[src/rtl/seq_player_pkg.sv]
// Shared types and sizes for the sequence player and its register-file port.
package seq_pkg;

   localparam int unsigned SEQ_DEPTH = 16;
   localparam int unsigned SEQ_W     = 3;
   localparam int unsigned IDX_W     = 4;
   localparam int unsigned LEN_W     = 5;

   typedef enum logic [1:0] {IDLE, FETCH, ON, OFF} play_state_t;
   typedef logic [SEQ_W-1:0] symbol_t;

   function automatic logic [LEN_W-1:0] clamp_len(input logic [LEN_W-1:0] len);
      return (len > LEN_W'(SEQ_DEPTH)) ? LEN_W'(SEQ_DEPTH) : len;
   endfunction

endpackage

[src/rtl/seq_player_if.sv]
// Control, register-file read port and display outputs of the sequence player.
interface seq_player_if;
   import seq_pkg::*;

   logic             start;
   logic             stop;
   logic [LEN_W-1:0] length;
   logic [IDX_W-1:0] rd_sel;
   symbol_t          rd_data;
   logic             step_valid;
   symbol_t          step_value;
   logic             busy;
   logic             done;

   modport master (
      output start, stop, length, rd_data,
      input  rd_sel, step_valid, step_value, busy, done
   );

   modport slave (
      input  start, stop, length, rd_data,
      output rd_sel, step_valid, step_value, busy, done
   );

endinterface

[src/rtl/seq_player_phase_timer.sv]
// Loadable down-counter shared by the ON and OFF phases; parks at zero.
module phase_timer #(
   parameter int unsigned WIDTH = 2
) (
   input  logic             clk,
   input  logic             rst,
   input  logic             load,
   input  logic [WIDTH-1:0] load_value,
   output logic             zero
);

   logic [WIDTH-1:0] count_q;

   always_ff @(posedge clk) begin
      if (rst) begin
         count_q <= '0;
      end else if (load) begin
         count_q <= load_value;
      end else if (count_q != '0) begin
         count_q <= count_q - WIDTH'(1);
      end
   end

   assign zero = (count_q == '0);

endmodule

[src/rtl/seq_player.sv]
// Plays stored symbols 0..len-1 from the sequence register file, each shown for
// ON_CYCLES followed by an OFF_CYCLES blank gap.
module seq_player
   import seq_pkg::*;
#(
   parameter int unsigned ON_CYCLES  = 4_000_000,
   parameter int unsigned OFF_CYCLES = 1_000_000
) (
   input logic         clk,
   input logic         rst,
   seq_player_if.slave bus
);

   localparam int unsigned MAX_CYC = (ON_CYCLES > OFF_CYCLES) ? ON_CYCLES : OFF_CYCLES;
   // Keep at least one bit so single-cycle phases still build.
   localparam int unsigned TIMER_W = (MAX_CYC > 1) ? $clog2(MAX_CYC) : 1;

   play_state_t      state_q, state_d;
   logic [IDX_W-1:0] idx_q, idx_d;
   logic [LEN_W-1:0] len_q, len_d;
   logic [IDX_W-1:0] rd_sel_q, rd_sel_d;
   logic             valid_q, valid_d;
   symbol_t          value_q, value_d;
   logic             busy_q, busy_d;
   logic             done_q, done_d;

   logic               t_load;
   logic [TIMER_W-1:0] t_value;
   logic               t_zero;
   logic               last_step;

   phase_timer #(
      .WIDTH(TIMER_W)
   ) u_timer (
      .clk        (clk),
      .rst        (rst),
      .load       (t_load),
      .load_value (t_value),
      .zero       (t_zero)
   );

   assign last_step = ({1'b0, idx_q} == (len_q - LEN_W'(1)));

   always_comb begin
      state_d  = state_q;
      idx_d    = idx_q;
      len_d    = len_q;
      rd_sel_d = rd_sel_q;
      valid_d  = valid_q;
      value_d  = value_q;
      done_d   = 1'b0;
      t_load   = 1'b0;
      t_value  = '0;

      if (bus.stop) begin
         // Abort wins over everything; rd_sel intentionally keeps its last value.
         state_d = IDLE;
         valid_d = 1'b0;
         value_d = '0;
      end else begin
         unique case (state_q)
            IDLE: begin
               if (bus.start) begin
                  len_d = clamp_len(bus.length);
                  idx_d = '0;
                  if (clamp_len(bus.length) == '0) begin
                     done_d = 1'b1;
                  end else begin
                     state_d  = FETCH;
                     rd_sel_d = '0;
                  end
               end
            end
            FETCH: begin
               value_d = bus.rd_data;
               valid_d = 1'b1;
               state_d = ON;
               t_load  = 1'b1;
               t_value = TIMER_W'(ON_CYCLES - 1);
            end
            ON: begin
               if (t_zero) begin
                  state_d = OFF;
                  valid_d = 1'b0;
                  value_d = '0;
                  t_load  = 1'b1;
                  t_value = TIMER_W'(OFF_CYCLES - 1);
               end
            end
            OFF: begin
               if (t_zero) begin
                  if (last_step) begin
                     state_d = IDLE;
                     done_d  = 1'b1;
                  end else begin
                     idx_d    = idx_q + IDX_W'(1);
                     rd_sel_d = idx_q + IDX_W'(1);
                     state_d  = FETCH;
                  end
               end
            end
            default: state_d = IDLE;
         endcase
      end

      busy_d = (state_d != IDLE);
   end

   always_ff @(posedge clk) begin
      if (rst) begin
         state_q  <= IDLE;
         idx_q    <= '0;
         len_q    <= '0;
         rd_sel_q <= '0;
         valid_q  <= 1'b0;
         value_q  <= '0;
         busy_q   <= 1'b0;
         done_q   <= 1'b0;
      end else begin
         state_q  <= state_d;
         idx_q    <= idx_d;
         len_q    <= len_d;
         rd_sel_q <= rd_sel_d;
         valid_q  <= valid_d;
         value_q  <= value_d;
         busy_q   <= busy_d;
         done_q   <= done_d;
      end
   end

   assign bus.rd_sel     = rd_sel_q;
   assign bus.step_valid = valid_q;
   assign bus.step_value = value_q;
   assign bus.busy       = busy_q;
   assign bus.done       = done_q;

endmodule

[src/flat_wrapper.sv]
// flat-port wrapper written by rule: the top's interface ports become plain ports
module seq_player_flat import seq_pkg::*;
#(
   parameter int unsigned ON_CYCLES  = 4_000_000,
   parameter int unsigned OFF_CYCLES = 1_000_000
)
  (clk, rst, bus_start, bus_stop, bus_length, bus_rd_data, bus_rd_sel, bus_step_valid, bus_step_value, bus_busy, bus_done);
  seq_player_if bus_i ();
  input logic clk;
  input logic rst;
  input wire logic [$bits(bus_i.start)-1:0] bus_start;
  input wire logic [$bits(bus_i.stop)-1:0] bus_stop;
  input wire logic [$bits(bus_i.length)-1:0] bus_length;
  input wire logic [$bits(bus_i.rd_data)-1:0] bus_rd_data;
  output wire logic [$bits(bus_i.rd_sel)-1:0] bus_rd_sel;
  output wire logic [$bits(bus_i.step_valid)-1:0] bus_step_valid;
  output wire logic [$bits(bus_i.step_value)-1:0] bus_step_value;
  output wire logic [$bits(bus_i.busy)-1:0] bus_busy;
  output wire logic [$bits(bus_i.done)-1:0] bus_done;
  assign bus_i.start = bus_start;
  assign bus_i.stop = bus_stop;
  assign bus_i.length = bus_length;
  assign bus_i.rd_data = bus_rd_data;
  assign bus_rd_sel = bus_i.rd_sel;
  assign bus_step_valid = bus_i.step_valid;
  assign bus_step_value = bus_i.step_value;
  assign bus_busy = bus_i.busy;
  assign bus_done = bus_i.done;
  seq_player #(.ON_CYCLES(ON_CYCLES), .OFF_CYCLES(OFF_CYCLES)) u_core (.clk(clk), .rst(rst), .bus(bus_i));
endmodule
[config.mk]
export PLATFORM = sky130hd
export DESIGN_NAME = seq_player_flat
export DESIGN_NICKNAME = d
export VERILOG_FILES = /design/src/rtl/seq_player_pkg.sv /design/src/rtl/seq_player_if.sv /design/src/rtl/seq_player_phase_timer.sv /design/src/rtl/seq_player.sv /design/src/flat_wrapper.sv
export SDC_FILE = /design/constraint.sdc
export NUM_CORES = 1
export LEC_CHECK = 0
export ABC_AREA = 0
export BUFFER_PORTS_ARGS = -buffer_cell sky130_fd_sc_hd__buf_2
export CAP_MARGIN = 10
export CORE_ASPECT_RATIO = 2
export CORE_MARGIN = 4
export CORE_UTILIZATION = 30
export DETAILED_ROUTE_END_ITERATION = 8
export PLACE_DENSITY = 0.56
export RECOVER_POWER = 25
export SKIP_LAST_GASP = 1
export SLEW_MARGIN = 20
export SYNTH_ARGS = -nofsm -noshare
export SYNTH_HDL_FRONTEND = slang
export SYNTH_HIERARCHICAL = 1
export SYNTH_SLANG_ARGS = --single-unit
[constraint.sdc]
create_clock -name clk -period 3.8 [get_ports clk]
set_input_delay 0.38 -clock clk [delete_from_list [all_inputs] [get_ports clk]]
set_output_delay 0.38 -clock clk [all_outputs]
set_load 0.02 [all_outputs]
# [Word level (Yosys, flattened, before mapping)]
# Index checks and enable logic that the tools add are counted.
[totals] out_inout_bits=10 reg_bits=43 input_bits=12 word_cells=68
[classes] eq_ne=9 bitwise=1 order_cmp=1 n_addsub=3 n_reduce_logical=13 mux=32
[op_table] op="22-bit two-way mux" n=3
[op_table] op="22-bit one-hot mux with 2 select lines" n=1
[op_table] op="22-bit logical NOT" n=1
[op_table] op="22-bit nonzero test" n=1
[op_table] op="22-bit by 1-bit subtractor with 22-bit output (second input constant)" n=1
[op_table] op="20-bit two-way mux" n=1
[op_table] op="4-bit two-way mux" n=5
[op_table] op="4-bit one-hot mux with 2 select lines" n=2
[op_table] op="2-bit two-way mux" n=5
[op_table] op="1-bit two-way mux" n=8
[op_table] op="2-bit one-hot mux with 4 select lines" n=1
[op_table] op="2-bit nonzero test" n=4
[op_table] op="2-bit inequality test (second input constant)" n=3
[op_table] op="1-bit one-hot mux with 2 select lines" n=3
[op_table] op="3-bit one-hot mux with 2 select lines" n=1
[op_table] op="6-bit AND reduction" n=1
[op_table] op="4-bit by 5-bit equality test with 1-bit output" n=1
[op_table] op="5-bit > comparator (second input constant)" n=1
[op_table] op="5-bit logical NOT" n=1
[op_table] op="5-bit two-way mux" n=1
[op_table] op="5-bit AND reduction" n=1
[op_table] op="5-bit by 1-bit subtractor with 5-bit output (second input constant)" n=1
[op_table] op="4-bit by 1-bit adder with 4-bit output (second input constant)" n=1
[op_table] op="2-bit equality test (second input constant)" n=2
[op_table] op="other kinds (8)" n=9

# [Logic depth before layout (Yosys ltp)]
# Gate-level depths: netlist (run 1).
[depth] depth_word=8 depth_mapped=12 ltp_nobuf=10

# [Hierarchy]
# The synthesis (run 1) kept the hierarchy.
[modules_own_cells] mod="seq_player" seq_area_each_um2=420.4 area_per_inst_um2=1229.9 n_inst=1 cells_per_inst=142
[modules_own_cells] mod="phase_timer" seq_area_each_um2=440.4 area_per_inst_um2=1212.4 n_inst=1 cells_per_inst=146

# [Worst setup path after synthesis (run 1)]
# Ideal clock, no wire load.
[synth_timing] kind="reg-to-reg" startpoint="reg u_core.u_timer.count_q[0]" endpoint="reg u_core.u_timer.count_q[0]" arrival_ps=3130 period_less_slack_ps=3203 n_path_buf=3 setup_ps=73 path_stages_with_launch=13 t_required_ps=3727 setup_slack_ps=597 cell_sequence="dfxtp_1 -> inv_1 -> ha_1 -> or4b_1 -> clkbuf_1 -> nor2_1 -> and3_1 -> a21oi_1 -> nor3b_1 -> clkbuf_1 -> clkbuf_1 -> nand2_1 -> o22ai_2"
[synth_via] elab_chain_len=5 word_cells_on_any_way=12 cone_classes="add/sub: 1; mux: 8; reduce/logical: 3"
[synth_rtl] element="start: declaration" line="seq_player_phase_timer.sv:12" source="logic [WIDTH-1:0] count_q;"
[synth_rtl] element="start signal: assignment" line="seq_player_phase_timer.sv:18" source="count_q <= load_value;"
[synth_rtl] element="start signal: assignment" line="seq_player_phase_timer.sv:20" source="count_q <= count_q - WIDTH'(1);"
[synth_rtl] element="22-bit logical NOT (*)" line="seq_player_phase_timer.sv:24" source="assign zero = (count_q == '0);"
[synth_rtl] element="named net u_core.t_zero" line="seq_player.sv:29" source="logic t_zero;"
[synth_rtl] element="1-bit two-way mux (*)" line="seq_player.sv:82" source="if (t_zero) begin"
[synth_rtl] element="1-bit one-hot mux with 2 select lines (*)" line="seq_player.sv:61" source="unique case (state_q)"
[synth_rtl] element="1-bit two-way mux (*)" line="seq_player.sv:55" source="if (bus.stop) begin"
[synth_rtl] element="named net u_core.t_load" line="seq_player.sv:27" source="logic t_load;"
[synth_rtl] element="22-bit two-way mux or 2-bit nonzero test (tied branches)"
# Mark *: on every way through the listed nets, which the timed path passes. The rest lies on a longest branch. The select of a mux whose other input is x is not followed.
# A chain may end at the register's enable or synchronous reset.

# [Final worst setup path (run 1)]
[layout_timing] startpoint="reg u_core.u_timer.count_q[14]" endpoint="reg u_core.rd_sel_q[2] (netlist: u_core/bus.rd_sel[2])"
[layout_via] elab_chain_len=3
[layout_rtl] element="22-bit logical NOT" line="seq_player_phase_timer.sv:24"
[layout_rtl] element="named net u_core.t_zero" line="seq_player.sv:29"
[layout_rtl] element="2-bit by 1-bit inequality test with 1-bit output (no source line)"
[layout_rtl] element="6-bit AND reduction (no source line)"
[layout_rtl] element="end signal: assignment" line="seq_player.sv:123" source="rd_sel_q <= rd_sel_d;"
[layout_rtl] element="end: declaration" line="seq_player.sv:21" source="logic [IDX_W-1:0] rd_sel_q, rd_sel_d;"
# The timed path passes the listed nets, and every way through them passes these cells.

==> results of run 1 <==
## Yosys cell counts (6+ instances only)
library cell / n / share of area
nor2b_1: 6 / 0.015
ha_1: 8 / 0.041
nor3_1: 10 / 0.020
nand2_1: 22 / 0.034
xnor2_1: 9 / 0.032
dfxtp_1: 43 / 0.35
a22oi_1: 8 / 0.025
nor2_1: 27 / 0.041
o22ai_1: 10 / 0.026
or4_1: 6 / 0.018
or3_1: 6 / 0.015
xor2_1: 15 / 0.054
o21ai_0: 8 / 0.016
inv_1: 12 / 0.018
a21oi_1: 20 / 0.041
clkbuf_1: 8 / 0.012
## cells in the final DEF, fill, tap and decap left out, types with 5 or more instances in the layout
cell type  synthesis  routed
nor2_1            27      27
clkbuf_1           8      10
ha_1               8       8
buf_2              3      11
nor3_1            10      10
nor2b_1            6       6
inv_1             12      12
xor2_1            15      15
a21oi_1           20      20
a22oi_1            8       8
xnor2_1            9       9
o21ai_0            8       8
nor4_1             5       5
dfxtp_1           43      43
nand2_1           22      22
o22ai_1           10      10
conb_1             1       5
or4_1              6       6
or3_1              6       6
clkbuf_16          0       5
## power groups by stage
stage	Clock, uW	Combinational (uW)	Sequential (uW)
after global placement	0	758	633
after global routing	482	847	638
after CTS	468	775	627
final	454	764	627
after detailed placement	0	765	637
after floorplan	0	646	616
## final timing paths
| check | start | endpoint | slack (ns) | cells past startpoint |
|---|---|---|---|---|
| max | u_core/u_timer/count_q[14]$_SDFFE_PP0P_ | u_core/bus.rd_sel[2]$_SDFFE_PP0P_ | 0.69 | 7 |
| min | bus_rd_data[1] | u_core/bus.step_value[1]$_SDFFE_PP0P_ | 0.35 | 3 |
| max reg2reg | u_core/u_timer/count_q[14]$_SDFFE_PP0P_ | u_core/bus.rd_sel[2]$_SDFFE_PP0P_ | 0.69 | 7 |
| min reg2reg | u_core/bus.rd_sel[2]$_SDFFE_PP0P_ | u_core/bus.rd_sel[2]$_SDFFE_PP0P_ | 0.48 | 2 |
## per-layer routing
| layer | part of all wire | vias to the layer above | track usage | wire length [um] |
|---|---|---|---|---|
| met3 | 0.023 | 13 | 0.0215 | 130 |
| met1 | 0.37 | 974 | 0.104 | 2150 |
| met5 | 0 | - | 0 | 0 |
| li1 | - | 1071 | - | - |
| met2 | 0.57 | 26 | 0.249 | 3310 |
| met4 | 0.030 | 0 | 0.0554 | 176 |
## critical path: cells and delay by family (launching register included)
kind	cells	cell delay, ns
simple gates	6	2.54
flops	1	0.33
compound gates	1	0.15
## flip-flops by register name, indices dropped and copies added, names as in the netlist
register                flops
u_core/bus.step_value       3
u_core/len_q                5
u_core/state_q              2
u_core/u_timer/count_q     22
u_core/bus.busy             1
u_core/idx_q                4
u_core/bus.rd_sel           4
u_core/bus.step_valid       1
u_core/bus.done             1
## per-stage QoR
| step | util | worst slack [ns] | total power [uW] | hold WS, ns |
|---|---|---|---|---|
| 2_1_floorplan | - | 0.597 | 1260 | 0.449 |
| 4_1_cts | 0.351 | 0.700 | 1870 | 0.347 |
| 3_5_place_dp | 0.331 | 0.735 | 1400 | 0.470 |
| 6_report | 0.350 | 0.692 | 1850 | 0.347 |
| 3_3_place_gp | 0.331 | 0.793 | 1390 | 0.463 |
| 5_1_grt | 0.350 | 0.522 | 1970 | 0.367 |
## cell families (layout without fill, tap and decap cells)
logic type / count (synthesis) / after routing / share of synthesized area
DFF: 43 / 43 / 0.352
and+or+nand+nor: 114 / 114 / 0.261
buffers and inverters: 25 / 42 / 0.0446
muxes: 5 / 5 / 0.0220
adders and majority gates: 8 / 8 / 0.0410
other: 1 / 5 / 0.00154
xor gates and xnor gates: 24 / 24 / 0.0861
AOI/OAI and AO/OA: 68 / 68 / 0.191
## cell type report
| cell class | count | area (um^2) |
|---|---|---|
| clock inverters | 1 | 7.51 |
| inverters | 12 | 45.0 |
| multi-input cells | 224 | 1490 |
| fillers | 855 | 5160 |
| clock buffers | 7 | 153 |
| repair buffers | 22 | 100 |
| flip-flops and latches | 43 | 861 |
| well taps | 96 | 120 |
==> results.json, run 1 <==
{
  "status": "complete, no violations",
  "coreArea_um2": 7940,
  "syn2layout_area_growth_pct": 13.8,
  "required_ns": 4.01,
  "port_buffers": 21,
  "post_cts_buffers": 0,
  "ios": 22,
  "cts.sinks": 43,
  "synth_edf_count": 0,
  "htree_levels": 2,
  "wl_um": 5770,
  "cp-start-kind": "register",
  "hold_violations": 0,
  "hp-class": "in2reg",
  "clk_path_buf_depth": 2,
  "grt_max_degree": 41,
  "worstMarginPinSlew_ns": 0.739,
  "grt_pass1_wl_um": 9110,
  "maxSlewHeadroom": 0.507,
  "internal-power_uw": 1150,
  "start_util": 0.307,
  "cts_hold_buf": 0,
  "routedWlPerCell_um": 14.3,
  "placedCellCount": 397,
  "cts-root-buf": "clkbuf_16",
  "setup_violations": 0,
  "ir_drop_v": 0.000235,
  "async_reset_ff_frac": 0,
  "yosysWarnings": 6,
  "avgSynthCellArea_um2": 8.48,
  "grt_pass1_vias": 2039,
  "die_y_um": 136,
  "firstDrtPassIters": 4,
  "path_class": "reg2reg",
  "die_x_um": 71.8,
  "nets": 328,
  "setup.worst_path.end_class": "register",
  "detail_route.iter0.violations": 49,
  "seqPwrFrac": 0.340,
  "critical_path.slowest_cell": "or4_1",
  "stdcell_area_um2": 2780,
  "syn_inst": 288,
  "setup_tns_ns": 0,
  "pwr-share-comb": 0.414,
  "dieArea_um2": 9740,
  "rsz0062_at_grt": "false",
  "worst_path_most_repeated_cell": "or4_1",
  "post-dp-hpwl_um": 4420,
  "power.leakage_uw": 0.000999,
  "cp_cell_sequence": "or4_1, nor3_1, and3_1, nand2b_1, or4b_4, or4_1, a21oi_1",
  "maxCapViolCount": 0,
  "clk_transition_reported_paths_ns": 0.06,
  "final-max-slew-violation-count": 0,
  "numCtsBuffers": 5,
  "ys_seq_elements": 43,
  "synth_flop_cell": "dfxtp_1",
  "clockPowerShare": 0.246,
  "max_freq_ghz": 0.322,
  "place_congestion": 0.797,
  "synth_area_um2": 2440,
  "yosysSeqAreaShare": 0.352,
  "num_vias": 2084,
  "crit_fanout": 7,
  "diodes": 0,
  "yosysUniqueCellTypes": 55,
  "period_share": 0.818,
  "crit_path_max_incr_delay_ns": 0.61,
  "overflow": 0,
  "cts_tree": "built",
  "placed_cell_area_um2": 2630,
  "grtUsageTotal": 0.120,
  "fin_worst_skew_ns": 0.00479,
  "switching_share": 0.377,
  "viasPerCell": 5.15,
  "post-route-min-period_ns": 3.11,
  "p_sw_uw": 695,
  "finalNonFillerCells": 405,
  "drive_gt1_frac": 0.113,
  "critPathArrivalTime_ns": 3.32,
  "antenna_left": 0,
  "ctsResizeCount": 0,
  "drc": 0,
  "clk-insertion-delay-late_ns": 0.29,
  "rows": 46,
  "power.density_nw_per_um2": 664,
  "antenna_found_initial": 0
}
No activity file was read; power rests on OpenSTA's default activity.
==> inputs of run 2 (changes only) <==
--- a/config.mk
+++ b/config.mk
@@ -12,7 +12,7 @@
 export CORE_MARGIN = 4
 export CORE_UTILIZATION = 30
 export DETAILED_ROUTE_END_ITERATION = 8
-export PLACE_DENSITY = 0.56
+export PLACE_DENSITY = 0.58
 export RECOVER_POWER = 25
 export SKIP_LAST_GASP = 1
 export SLEW_MARGIN = 20
==> constraint.sdc (replaced) <==
create_clock -name clk -period 2.8 [get_ports clk]
set_input_delay 0.28 -clock clk [delete_from_list [all_inputs] [get_ports clk]]
set_output_delay 0.28 -clock clk [all_outputs]
set_load 0.02 [all_outputs]
==> results.json, run 2 (synthesis gave the netlist of run 1 again) <==
{
  "layout_common_cells": "43 x dfxtp_1, 26 x nor2_1, 22 x nand2_1, 20 x a21oi_1",
  "r2r_cells": 9,
  "placed_cell_area_um2": 2770,
  "die_y_um": 136,
  "drive_gt1_frac": 0.170,
  "num_vias": 2182,
  "port_buffers": 21,
  "final-max-slew-violation-count": 0,
  "clk_transition_reported_paths_ns": 0.06,
  "largest_reg_flops": 22,
  "antenna_left": 0,
  "numCtsBuffers": 5,
  "required_ns": 3.02,
  "cts.sinks": 43,
  "fillers": 837,
  "syn2layout_area_growth_pct": 19.5,
  "critical_path.slowest_cell": "or4b_4",
  "hold_path_end": "u_core/bus.step_value[1]$_SDFFE_PP0P_",
  "grt_pass1_vias": 2190,
  "critPathArrivalTime_ns": 2.93,
  "nets": 343,
  "start_util": 0.307,
  "reg_top3": "u_core/u_timer/count_q: 22 flops, u_core/len_q: 5 flops",
  "placedCellCount": 412,
  "top_register": "u_core/u_timer/count_q",
  "viasPerCell": 5.20,
  "crit_fanout": 7,
  "multi_input_area_um2": 1530,
  "holdPathStages": 3,
  "clockPowerShare": 0.205,
  "max_freq_ghz": 0.368,
  "path_class": "reg2reg",
  "place_congestion": 0.821,
  "worst_path_most_repeated_cell": "or4b_4",
  "htree_levels": 2,
  "clk_path_buf_depth": 2,
  "grtUsageTotal": 0.133,
  "timing.critical_path.buf_inv": 1,
  "internal-power_uw": 1700,
  "hp-class": "in2reg",
  "wl_um": 6190,
  "finalNonFillerCells": 420,
  "p_sw_uw": 1010,
  "cts_tree": "built",
  "switching_share": 0.371,
  "dieArea_um2": 9740,
  "detail_route.iter0.violations": 75,
  "reg2reg_to": "u_core/bus.rd_sel[2]$_SDFFE_PP0P_",
  "ir_drop_v": 0.000442,
  "diodes": 0,
  "routedWlPerCell_um": 14.7,
  "drc": 0,
  "seqPwrFrac": 0.313,
  "fin_worst_skew_ns": 0.00511,
  "pwr-share-comb": 0.482,
  "reg2reg_slack_ns": 0.08,
  "seqCellArea_um2": 861,
  "final_common_cell": "dfxtp_1",
  "overflow": 0,
  "cp_cell_sequence": "inv_1, ha_2, or4b_4, nor2_4, and3_4, nand2b_1, or4b_4, or4_4, a21oi_1",
  "clk-insertion-delay-late_ns": 0.28,
  "setup.worst_path.end_class": "register",
  "status": "complete, no violations",
  "whs_ns": 0.252,
  "cts-root-buf": "clkbuf_16",
  "cp-start-kind": "register",
  "power.leakage_uw": 0.00108,
  "ios": 22,
  "setup_violations": 0,
  "hold_violations": 0,
  "grt_pass1_wl_um": 10100,
  "coreArea_um2": 7940,
  "post-dp-hpwl_um": 4780,
  "maxSlewHeadroom": 0.537,
  "crit_path_max_incr_delay_ns": 0.51,
  "hp-start": "bus_rd_data[1]",
  "power.density_nw_per_um2": 928,
  "r2r-start": "u_core/u_timer/count_q[0]$_SDFFE_PP0P_",
  "post-route-min-period_ns": 2.72,
  "maxCapViolCount": 0,
  "grt_max_degree": 28,
  "worstMarginPinSlew_ns": 0.687,
  "antenna_found_initial": 0,
  "firstDrtPassIters": 4,
  "crit_family": "simple AND/OR/NAND/NOR gates",
  "stdcell_area_um2": 2920,
  "period_share": 0.971,
  "die_x_um": 71.8,
  "rows": 46
}
run 2: cell types whose count changed in the layout (fill, tap and decap cells not counted), moves of 2 or more:
cell / previous run / this run
buf_4: 1 / 15
clkbuf_1: 10 / 12
clkbuf_8: 2 / 0
or4_1: 6 / 4
or4_4: 0 / 2
run 2: worst max-delay path by stage:
stage | depth (start not counted) | endpoint | slack (ns) | start
finish | 9 | u_core/bus.rd_sel[2]$_SDFFE_PP0P_ | 0.08 | u_core/u_timer/count_q[0]$_SDFFE_PP0P_
global route | 9 | u_core/bus.rd_sel[2]$_SDFFE_PP0P_ | -0.001 | u_core/u_timer/count_q[0]$_SDFFE_PP0P_
CTS | 9 | u_core/bus.rd_sel[2]$_SDFFE_PP0P_ | 0.02 | u_core/u_timer/count_q[0]$_SDFFE_PP0P_
detailed placement | 9 | u_core/bus.rd_sel[2]$_SDFFE_PP0P_ | 0.05 | u_core/u_timer/count_q[0]$_SDFFE_PP0P_
global placement | 9 | u_core/bus.rd_sel[2]$_SDFFE_PP0P_ | 0.08 | u_core/u_timer/count_q[0]$_SDFFE_PP0P_
floorplan | 10 | u_core/bus.rd_sel[2]$_SDFFE_PP0P_ | 0.0003 | u_core/u_timer/count_q[0]$_SDFFE_PP0P_
run 2: tightest hold or removal path: stages:
cell and delay [ns]:
buf_2 0.08, a22oi_1 0.07, nor2_1 0.08
run 2: metal layers:
metal	GRT usage	part of all wire	vias up
met2	0.274	0.60	29
met1	0.119	0.36	1040
li1	-	-	1101
met5	0	0	-
met4	0.0565	0.025	0
met3	0.0215	0.022	12
run 2: metrics by stage:
step	setup TNS, ns	total power, uW	util	setup slack (ns)
2_1_floorplan	0	1720	-	0.000331
3_3_place_gp	0	2100	0.348	0.0839
3_5_place_dp	0	2110	0.348	0.0549
4_1_cts	0	2680	0.366	0.0200
5_1_grt	-0.00101	2910	0.368	-0.00101
6_report	0	2710	0.368	0.0817
run 2: power by group through the flow:
| stage | clock network [uW] | registers (uW) | logic (uW) |
|---|---|---|---|
| final | 555 | 848 | 1310 |
| after floorplan | 0 | 836 | 888 |
| after global routing | 600 | 863 | 1440 |
| after CTS | 575 | 846 | 1260 |
| after detailed placement | 0 | 859 | 1250 |
| after global placement | 0 | 854 | 1240 |
run 2: cell type report:
class,instances,area share
well taps,96,0.0411
inverters,12,0.0154
clock buffers,7,0.0454
repair buffers,37,0.0772
multi-input cells,224,0.524
flip-flops and latches,43,0.295
clock inverters,1,0.00171
run 2: timing repair:
item                       CTS  global route
hold buffers                 0             0
gates resized for setup      0             7
setup endpoints to repair    0             6
setup buffers                0             0
